==> config.mk <==
export PLATFORM = sky130hd
export DESIGN_NAME = spi_slave_flat
export DESIGN_NICKNAME = d
export VERILOG_FILES = /design/src/rtl/spi_slave_pkg.sv /design/src/rtl/spi_slave_if.sv /design/src/rtl/spi_tx_serializer.sv /design/src/rtl/spi_slave.sv /design/src/flat_wrapper.sv
export SDC_FILE = /design/constraint.sdc
export NUM_CORES = 1
export LEC_CHECK = 0
export CAP_MARGIN = 20
export CORE_MARGIN = 3
export CORE_UTILIZATION = 48
export DETAILED_ROUTE_END_ITERATION = 12
export PLACE_DENSITY = 0.85
export SLEW_MARGIN = 20
export SYNTH_ARGS = -nofsm -noshare
export SYNTH_HDL_FRONTEND = slang
export SYNTH_SLANG_ARGS = --single-unit
==> constraint.sdc <==
create_clock -name clk -period 1.4 [get_ports clk]
set_input_delay 0.14 -clock clk [delete_from_list [all_inputs] [get_ports clk]]
set_output_delay 0.14 -clock clk [all_outputs]
set_load 0.01 [all_outputs]
==> src/rtl/spi_slave_pkg.sv <==
// spi_slave_pkg: shared types and constants for the SPI slave front end.
//   state_e     - frame FSM states
//   OP_*        - opcode field values carried in rx_data[9:8]
//   FrameLen    - command word bits shifted in per frame
package spi_slave_pkg;

  typedef enum logic [2:0] {
    StIdle,
    StChkCmd,
    StWrite,
    StReadAdd,
    StReadData,
    StSend
  } state_e;

  localparam logic [1:0] OP_WR_ADDR = 2'b00;
  localparam logic [1:0] OP_WR_DATA = 2'b01;
  localparam logic [1:0] OP_RD_ADDR = 2'b10;
  localparam logic [1:0] OP_RD_DATA = 2'b11;

  localparam int unsigned FrameLen = 10;

endpackage

==> src/rtl/spi_slave_if.sv <==
// spi_slave_if: SPI pins plus the RAM-side command/read-data handshake.
//   SS_n, MOSI, MISO   - SPI bus (MSB first, bit clock = system clock)
//   rx_data, rx_valid  - command word strobe towards the RAM
//   tx_data, tx_valid  - read byte returned by the RAM
// Modports: slave (the spi_slave block), master (SPI master + RAM side).
interface spi_slave_if #(
  parameter int unsigned WORD_SIZE = 8
);

  logic                 SS_n;
  logic                 MOSI;
  logic                 MISO;
  logic [WORD_SIZE+1:0] rx_data;
  logic                 rx_valid;
  logic [WORD_SIZE-1:0] tx_data;
  logic                 tx_valid;

  modport slave (
    input  SS_n,
    input  MOSI,
    output MISO,
    output rx_data,
    output rx_valid,
    input  tx_data,
    input  tx_valid
  );

  modport master (
    output SS_n,
    output MOSI,
    input  MISO,
    input  rx_data,
    input  rx_valid,
    output tx_data,
    output tx_valid
  );

endinterface

==> src/rtl/spi_tx_serializer.sv <==
// spi_tx_serializer: parallel-load, MSB-first output shifter for MISO.
//   clk, rst  - system clock, synchronous active-high reset
//   clear     - frame abort; empties the shifter and forces miso low
//   load      - capture din; first bit appears on miso one edge later
//   din       - parallel read byte
//   miso      - registered serial output, 0 when idle
//   done      - no bits left to send
module spi_tx_serializer import spi_slave_pkg::*; #(
  parameter int unsigned Width = 8
) (
  input  logic             clk,
  input  logic             rst,
  input  logic             clear,
  input  logic             load,
  input  logic [Width-1:0] din,
  output logic             miso,
  output logic             done
);

  localparam int unsigned CntW = $clog2(Width + 1);

  logic [Width-1:0] sh_q;
  logic [CntW-1:0]  cnt_q;
  logic             miso_q;

  always_ff @(posedge clk) begin
    if (rst || clear) begin
      sh_q   <= '0;
      cnt_q  <= '0;
      miso_q <= 1'b0;
    end else if (load) begin
      sh_q  <= din;
      cnt_q <= CntW'(Width);
    end else if (cnt_q != '0) begin
      miso_q <= sh_q[Width-1];
      sh_q   <= {sh_q[Width-2:0], 1'b0};
      cnt_q  <= cnt_q - CntW'(1);
    end else begin
      // Last bit has been on the line for one cycle; return to idle level.
      miso_q <= 1'b0;
    end
  end

  assign miso = miso_q;
  assign done = (cnt_q == '0);

endmodule

==> src/rtl/spi_slave.sv <==
// spi_slave: SPI-to-RAM command front end.
//   clk  - system clock, also the SPI bit clock
//   rst  - synchronous active-high reset
//   bus  - spi_slave_if.slave: SS_n/MOSI/MISO towards the master,
//          rx_data/rx_valid command words and tx_data/tx_valid read bytes
//          towards the RAM
// Each frame: one routing bit (0 write, 1 read) then a FrameLen-bit command
// word. Read frames alternate between address and data via rd_addr_done_q;
// a completed read-data frame waits for tx_valid and then shifts the byte
// out on MISO.
module spi_slave import spi_slave_pkg::*; #(
  parameter int unsigned WORD_SIZE = 8
) (
  input logic        clk,
  input logic        rst,
  spi_slave_if.slave bus
);

  localparam int unsigned CmdW = WORD_SIZE + 2;
  localparam int unsigned CntW = $clog2(FrameLen);
  localparam logic [CntW-1:0] LastBit = CntW'(FrameLen - 1);

  state_e          state_q;
  logic [CntW-1:0] bit_cnt_q;
  logic [CmdW-2:0] shift_q;
  logic            word_done_q;
  logic [CmdW-1:0] rx_data_q;
  logic            rx_valid_q;
  logic            rd_addr_done_q;

  logic tx_accept;
  logic tx_idle;
  logic miso;

  // Read byte is only taken once the command word has been strobed out and
  // the strobe cycle itself is over.
  assign tx_accept = (state_q == StReadData) && word_done_q && !rx_valid_q &&
                     bus.tx_valid && tx_idle && !bus.SS_n;

  always_ff @(posedge clk) begin
    if (rst) begin
      state_q        <= StIdle;
      bit_cnt_q      <= '0;
      shift_q        <= '0;
      word_done_q    <= 1'b0;
      rx_data_q      <= '0;
      rx_valid_q     <= 1'b0;
      rd_addr_done_q <= 1'b0;
    end else if (bus.SS_n) begin
      // Abort: drop any partial frame without strobing rx_valid.
      state_q     <= StIdle;
      bit_cnt_q   <= '0;
      shift_q     <= '0;
      word_done_q <= 1'b0;
      rx_valid_q  <= 1'b0;
    end else begin
      rx_valid_q <= 1'b0;
      unique case (state_q)
        StIdle: state_q <= StChkCmd;

        StChkCmd: begin
          if (!bus.MOSI) begin
            state_q <= StWrite;
          end else if (rd_addr_done_q) begin
            state_q <= StReadData;
          end else begin
            state_q <= StReadAdd;
          end
        end

        StWrite, StReadAdd, StReadData: begin
          if (!word_done_q) begin
            shift_q <= {shift_q[CmdW-3:0], bus.MOSI};
            if (bit_cnt_q == LastBit) begin
              rx_data_q   <= {shift_q, bus.MOSI};
              rx_valid_q  <= 1'b1;
              bit_cnt_q   <= '0;
              word_done_q <= 1'b1;
              if (state_q == StReadAdd) begin
                rd_addr_done_q <= 1'b1;
              end else if (state_q == StReadData) begin
                rd_addr_done_q <= 1'b0;
              end
            end else begin
              bit_cnt_q <= bit_cnt_q + CntW'(1);
            end
          end else if (tx_accept) begin
            state_q <= StSend;
          end
        end

        // Serializer runs on its own; hold here until SS_n rises.
        StSend: state_q <= StSend;

        default: state_q <= StIdle;
      endcase
    end
  end

  spi_tx_serializer #(
    .Width(WORD_SIZE)
  ) u_tx_serializer (
    .clk  (clk),
    .rst  (rst),
    .clear(bus.SS_n),
    .load (tx_accept),
    .din  (bus.tx_data),
    .miso (miso),
    .done (tx_idle)
  );

  assign bus.MISO     = miso;
  assign bus.rx_data  = rx_data_q;
  assign bus.rx_valid = rx_valid_q;

endmodule
==> src/flat_wrapper.sv <==
// flat-port wrapper written by rule: the top's interface ports become plain ports
module spi_slave_flat import spi_slave_pkg::*;
#(
  parameter int unsigned WORD_SIZE = 8
)
  (clk, rst, bus_SS_n, bus_MOSI, bus_MISO, bus_rx_data, bus_rx_valid, bus_tx_data, bus_tx_valid);
  spi_slave_if #(.WORD_SIZE(WORD_SIZE)) bus_i ();
  input logic clk;
  input logic rst;
  input wire logic [$bits(bus_i.SS_n)-1:0] bus_SS_n;
  input wire logic [$bits(bus_i.MOSI)-1:0] bus_MOSI;
  output wire logic [$bits(bus_i.MISO)-1:0] bus_MISO;
  output wire logic [$bits(bus_i.rx_data)-1:0] bus_rx_data;
  output wire logic [$bits(bus_i.rx_valid)-1:0] bus_rx_valid;
  input wire logic [$bits(bus_i.tx_data)-1:0] bus_tx_data;
  input wire logic [$bits(bus_i.tx_valid)-1:0] bus_tx_valid;
  assign bus_i.SS_n = bus_SS_n;
  assign bus_i.MOSI = bus_MOSI;
  assign bus_MISO = bus_i.MISO;
  assign bus_rx_data = bus_i.rx_data;
  assign bus_rx_valid = bus_i.rx_valid;
  assign bus_i.tx_data = bus_tx_data;
  assign bus_i.tx_valid = bus_tx_valid;
  spi_slave #(.WORD_SIZE(WORD_SIZE)) u_core (.clk(clk), .rst(rst), .bus(bus_i));
endmodule
==> results.sh <==
export IMPL_synth_edf_count=0
export IMPL_gr_usage_all_layers_pct=20.0
export IMPL_vias=1589
export IMPL_syn2layout_area_growth_pct=44.8
export IMPL_max_cap_violations=0
export IMPL_ys_seq_area_share_pct=47.2
export IMPL_drt_pre_antenna_iters=4
export IMPL_syn_inst=187
export IMPL_finalSetupViolCount=25
export IMPL_critPathKind="flip-flop to flip-flop"
export IMPL_critPathRequiredTime_ns=1.60
export IMPL_min_to="u_core.u_tx_serializer.sh_q[4]"
export IMPL_utilization_pct=74.4
export IMPL_yosys_warnings=0
export IMPL_crit_cells=6
export IMPL_routed_top_layer="met4"
export IMPL_syn_nets=204
export IMPL_io_buffers=24
export IMPL_synth_most_common_cell="dfxtp_1"
export IMPL_met3WireLength_um=224
export IMPL_grt_max_degree=21
export IMPL_synth_seq_cells=42
export IMPL_antenna_cells=0
export IMPL_r2r_setup_slack_ns=-0.09
export IMPL_critPathBufInv=2
export IMPL_arrival_ns=1.68
export IMPL_antenna_found_initial=0
export IMPL_root_buffer="clkbuf_8"
export IMPL_pwr_share_clk_pct=26.2
export IMPL_yosys_top_cells_count="dfxtp_1 (42), nor2_1 (30), mux2i_1 (29), a21oi_1 (16), o21ai_0 (10)"
export IMPL_whs_path_depth=3
export IMPL_synth_cell_type_count=35
export IMPL_wl_per_cell_um=16.1
export IMPL_r2r_cells=6
export IMPL_p_leak_nw=1.05
export IMPL_async_flop_share_pct=0
export IMPL_start_kind="flip-flop"
export IMPL_power_internal_w=0.00213
export IMPL_drive_gt1_share_pct=28.6
export IMPL_dp_hpwl_um=2690
export IMPL_initial_core_util_pct=51.4
export IMPL_fp_dieW_um=66.9
export IMPL_p_seq_share_pct=43.6
export IMPL_syn_avg_cell_area_um2=9.53
export IMPL_dieArea_mm2=0.00448
export IMPL_max_vdd_ir_drop_mv=0.854
export IMPL_drc_errors=0
export IMPL_drt_iter0_markers=99
export IMPL_grt_overflow=0
export IMPL_place_inst=273
export IMPL_globalplace_congestion=0.841
export IMPL_wl_met1_um=1890
export IMPL_post_synth_top_area_fraction_pct=47.2
export IMPL_cts_buffers=5
export IMPL_endpoint_kind="flip-flop"
export IMPL_slew_headroom_pct=60.4
export IMPL_fillCellCount=212
export IMPL_critPathMaxStageDelay_ns=0.35
export IMPL_crit_chain="nor3b_4 > buf_6 > and2_4 > clkbuf_16 > mux2i_1 > a21oi_1"
export IMPL_fin_setup_tns_ns=-0.926
export IMPL_violations="negative setup slack"
export IMPL_wl_um=4680
export IMPL_min_period_ns=1.49
export IMPL_power_density_mw_per_mm2=1210
export IMPL_netlist_top_cells_area="dfxtp_1 (47%), mux2i_1 (16%), nor2_1 (6.3%)"
export IMPL_reg2reg_to="u_core.u_tx_serializer.sh_q[6]"
export IMPL_clock_latency_ns=0.30
export IMPL_critPathMaxFanout=5
export IMPL_vias_per_cell=5.46
export IMPL_cts_hold_buf=0
export IMPL_switchingPower_w=0.000988
export IMPL_layout_setup_ws_ns=-0.0886
export IMPL_worstMarginPinSlew_ns=0.591
export IMPL_layout_nets=261
export IMPL_cts_sinks=42
export IMPL_rsz0062_at_grt="yes"
export IMPL_min_path_type="primary input to flip-flop"
export IMPL_clock_fmax_mhz=672
export IMPL_grt_pass1_vias=1403
export IMPL_dr_wl_met2_um=2420
export IMPL_comb_power_share_pct=30.1
export IMPL_hold_slack_ns=0.465
export IMPL_ant_nets=0
export IMPL_dominantRegCellSynth="dfxtp_1"
export IMPL_die_h_um=66.9
export IMPL_switching_share_pct=31.7
export IMPL_min_period_over_period_pct=106
export IMPL_r2r_start="u_core.state_q[2]"
export IMPL_clock_path_buffers=2
export IMPL_yosys_area_top_type="dfxtp_1"
export IMPL_status="finished with violations"
export IMPL_grt_first_pass_wirelength_um=6660
export IMPL_slew_viol_final=0
export IMPL_critPathTopFamily="simple AND/OR/NAND/NOR gates"
export IMPL_htreeDepth=2
export IMPL_slowest_stage="dfxtp_2"
export IMPL_core_mm2=0.00347
export IMPL_cts_tree="built"
export IMPL_hp_start="bus_tx_data[4]"
export IMPL_clock_skew_ns=0.00766
export IMPL_finalNonFillerCells=291
export IMPL_cts_clk_slew_worst_paths_ns=0.08
export IMPL_hold_viol=0
export IMPL_row_count=21
export IMPL_io_pins=25
export IMPL_syn_area_mm2=0.00178
worst min-delay path: cells and delay by family:
| kind | cells | cell delay [ns] |
|---|---|---|
| buf+inv | 1 | 0.39 |
| compound gates | 1 | 0.07 |
| mux | 1 | 0.12 |
power by group through the flow:
| stage | Combinational [W] | Clock, W | Sequential [W] |
|---|---|---|---|
| after floorplan | 0.000453 | 0 | 0.00136 |
| after global placement | 0.000624 | 0 | 0.00137 |
| after CTS | 0.000714 | 0.000818 | 0.00135 |
| final | 0.000941 | 0.000819 | 0.00136 |
| after global routing | 0.00103 | 0.000871 | 0.00137 |
| after detailed placement | 0.000645 | 0 | 0.00137 |
sequential cells by signal (all words and copies together), names as in the netlist:
| register | count |
|---|---|
| u_core.u_tx_serializer.sh_q | 8 |
| u_core.u_tx_serializer.miso | 1 |
| u_core.state_q | 3 |
| u_core.shift_q | 9 |
| u_core.word_done_q | 1 |
| u_core.bus.rx_data | 10 |
| u_core.rd_addr_done_q | 1 |
| u_core.bus.rx_valid | 1 |
| u_core.bit_cnt_q | 4 |
| u_core.u_tx_serializer.cnt_q | 4 |
through the flow:
step / total power (W) / worst slack [ns] / instance area, µm²
4_1_cts: 0.00288 / -0.0331 / 2430
3_5_place_dp: 0.00202 / -0.357 / 2240
6_report: 0.00312 / -0.0886 / 2580
5_1_grt: 0.00327 / -0.153 / 2580
2_1_floorplan: 0.00181 / -0.0347 / 1800
3_3_place_gp: 0.00199 / -0.340 / 2240
cells by family after synthesis:
| group | after synthesis | synth area share (%) |
|---|---|---|
| buffers and inverters | 14 | 4.00 |
| and+or+nand+nor | 57 | 15.3 |
| muxes | 29 | 16.3 |
| xor gates and xnor gates | 3 | 1.47 |
| DFF | 42 | 47.2 |
| adders and majority gates | 4 | 2.81 |
| AOI/OAI and AO/OA | 38 | 13.0 |
final cells by class:
class	count	area [µm²]	share of cell area [%]
Sequential cell	42	847	32.8
Clock inverter	2	12.5	0.485
Clock buffer	6	82.6	3.20
Tap cell	46	57.6	2.23
Timing Repair Buffer	58	558	21.6
Multi-Input combinational cell	131	1000	38.8
Inverter	6	22.5	0.873
metal layers:
| metal | track usage [%] | vias up |
|---|---|---|
| li1 | - | 773 |
| met4 | 10.1 | 0 |
| met3 | 5.23 | 16 |
| met2 | 31.8 | 60 |
| met1 | 24.7 | 740 |
| met5 | 0 | - |
worst max path at each step:
stage	end	slack, ns	from
floorplan	u_core.bus.rx_data[0]	-0.03	u_core.state_q[2]
global placement	u_core.u_tx_serializer.sh_q[2]	-0.34	bus_tx_valid
detailed placement	u_core.u_tx_serializer.sh_q[2]	-0.36	bus_tx_valid
CTS	u_core.bus.rx_data[6]	-0.03	u_core.state_q[2]
global route	u_core.u_tx_serializer.sh_q[5]	-0.15	u_core.state_q[2]
finish	u_core.u_tx_serializer.sh_q[6]	-0.09	u_core.state_q[2]
repair_timing:
item | CTS | global route
setup endpoints to repair | 25 | 36
resized for setup | 12 | 28
pin swaps | 6 | 13
setup buffers | 5 | 3
gates cloned | 0 | 3
cell usage in the layout (no fill, tap or decap), types with 5 or more instances in the layout:
cell type	n
a21oi_1	13
buf_4	23
buf_6	9
clkbuf_8	6
clkdlybuf4s50_1	23
dfxtp_1	37
dfxtp_2	5
mux2i_1	26
nand2_1	9
nor2_1	30
o21ai_0	9
No activity file was read; power rests on OpenSTA's default activity.
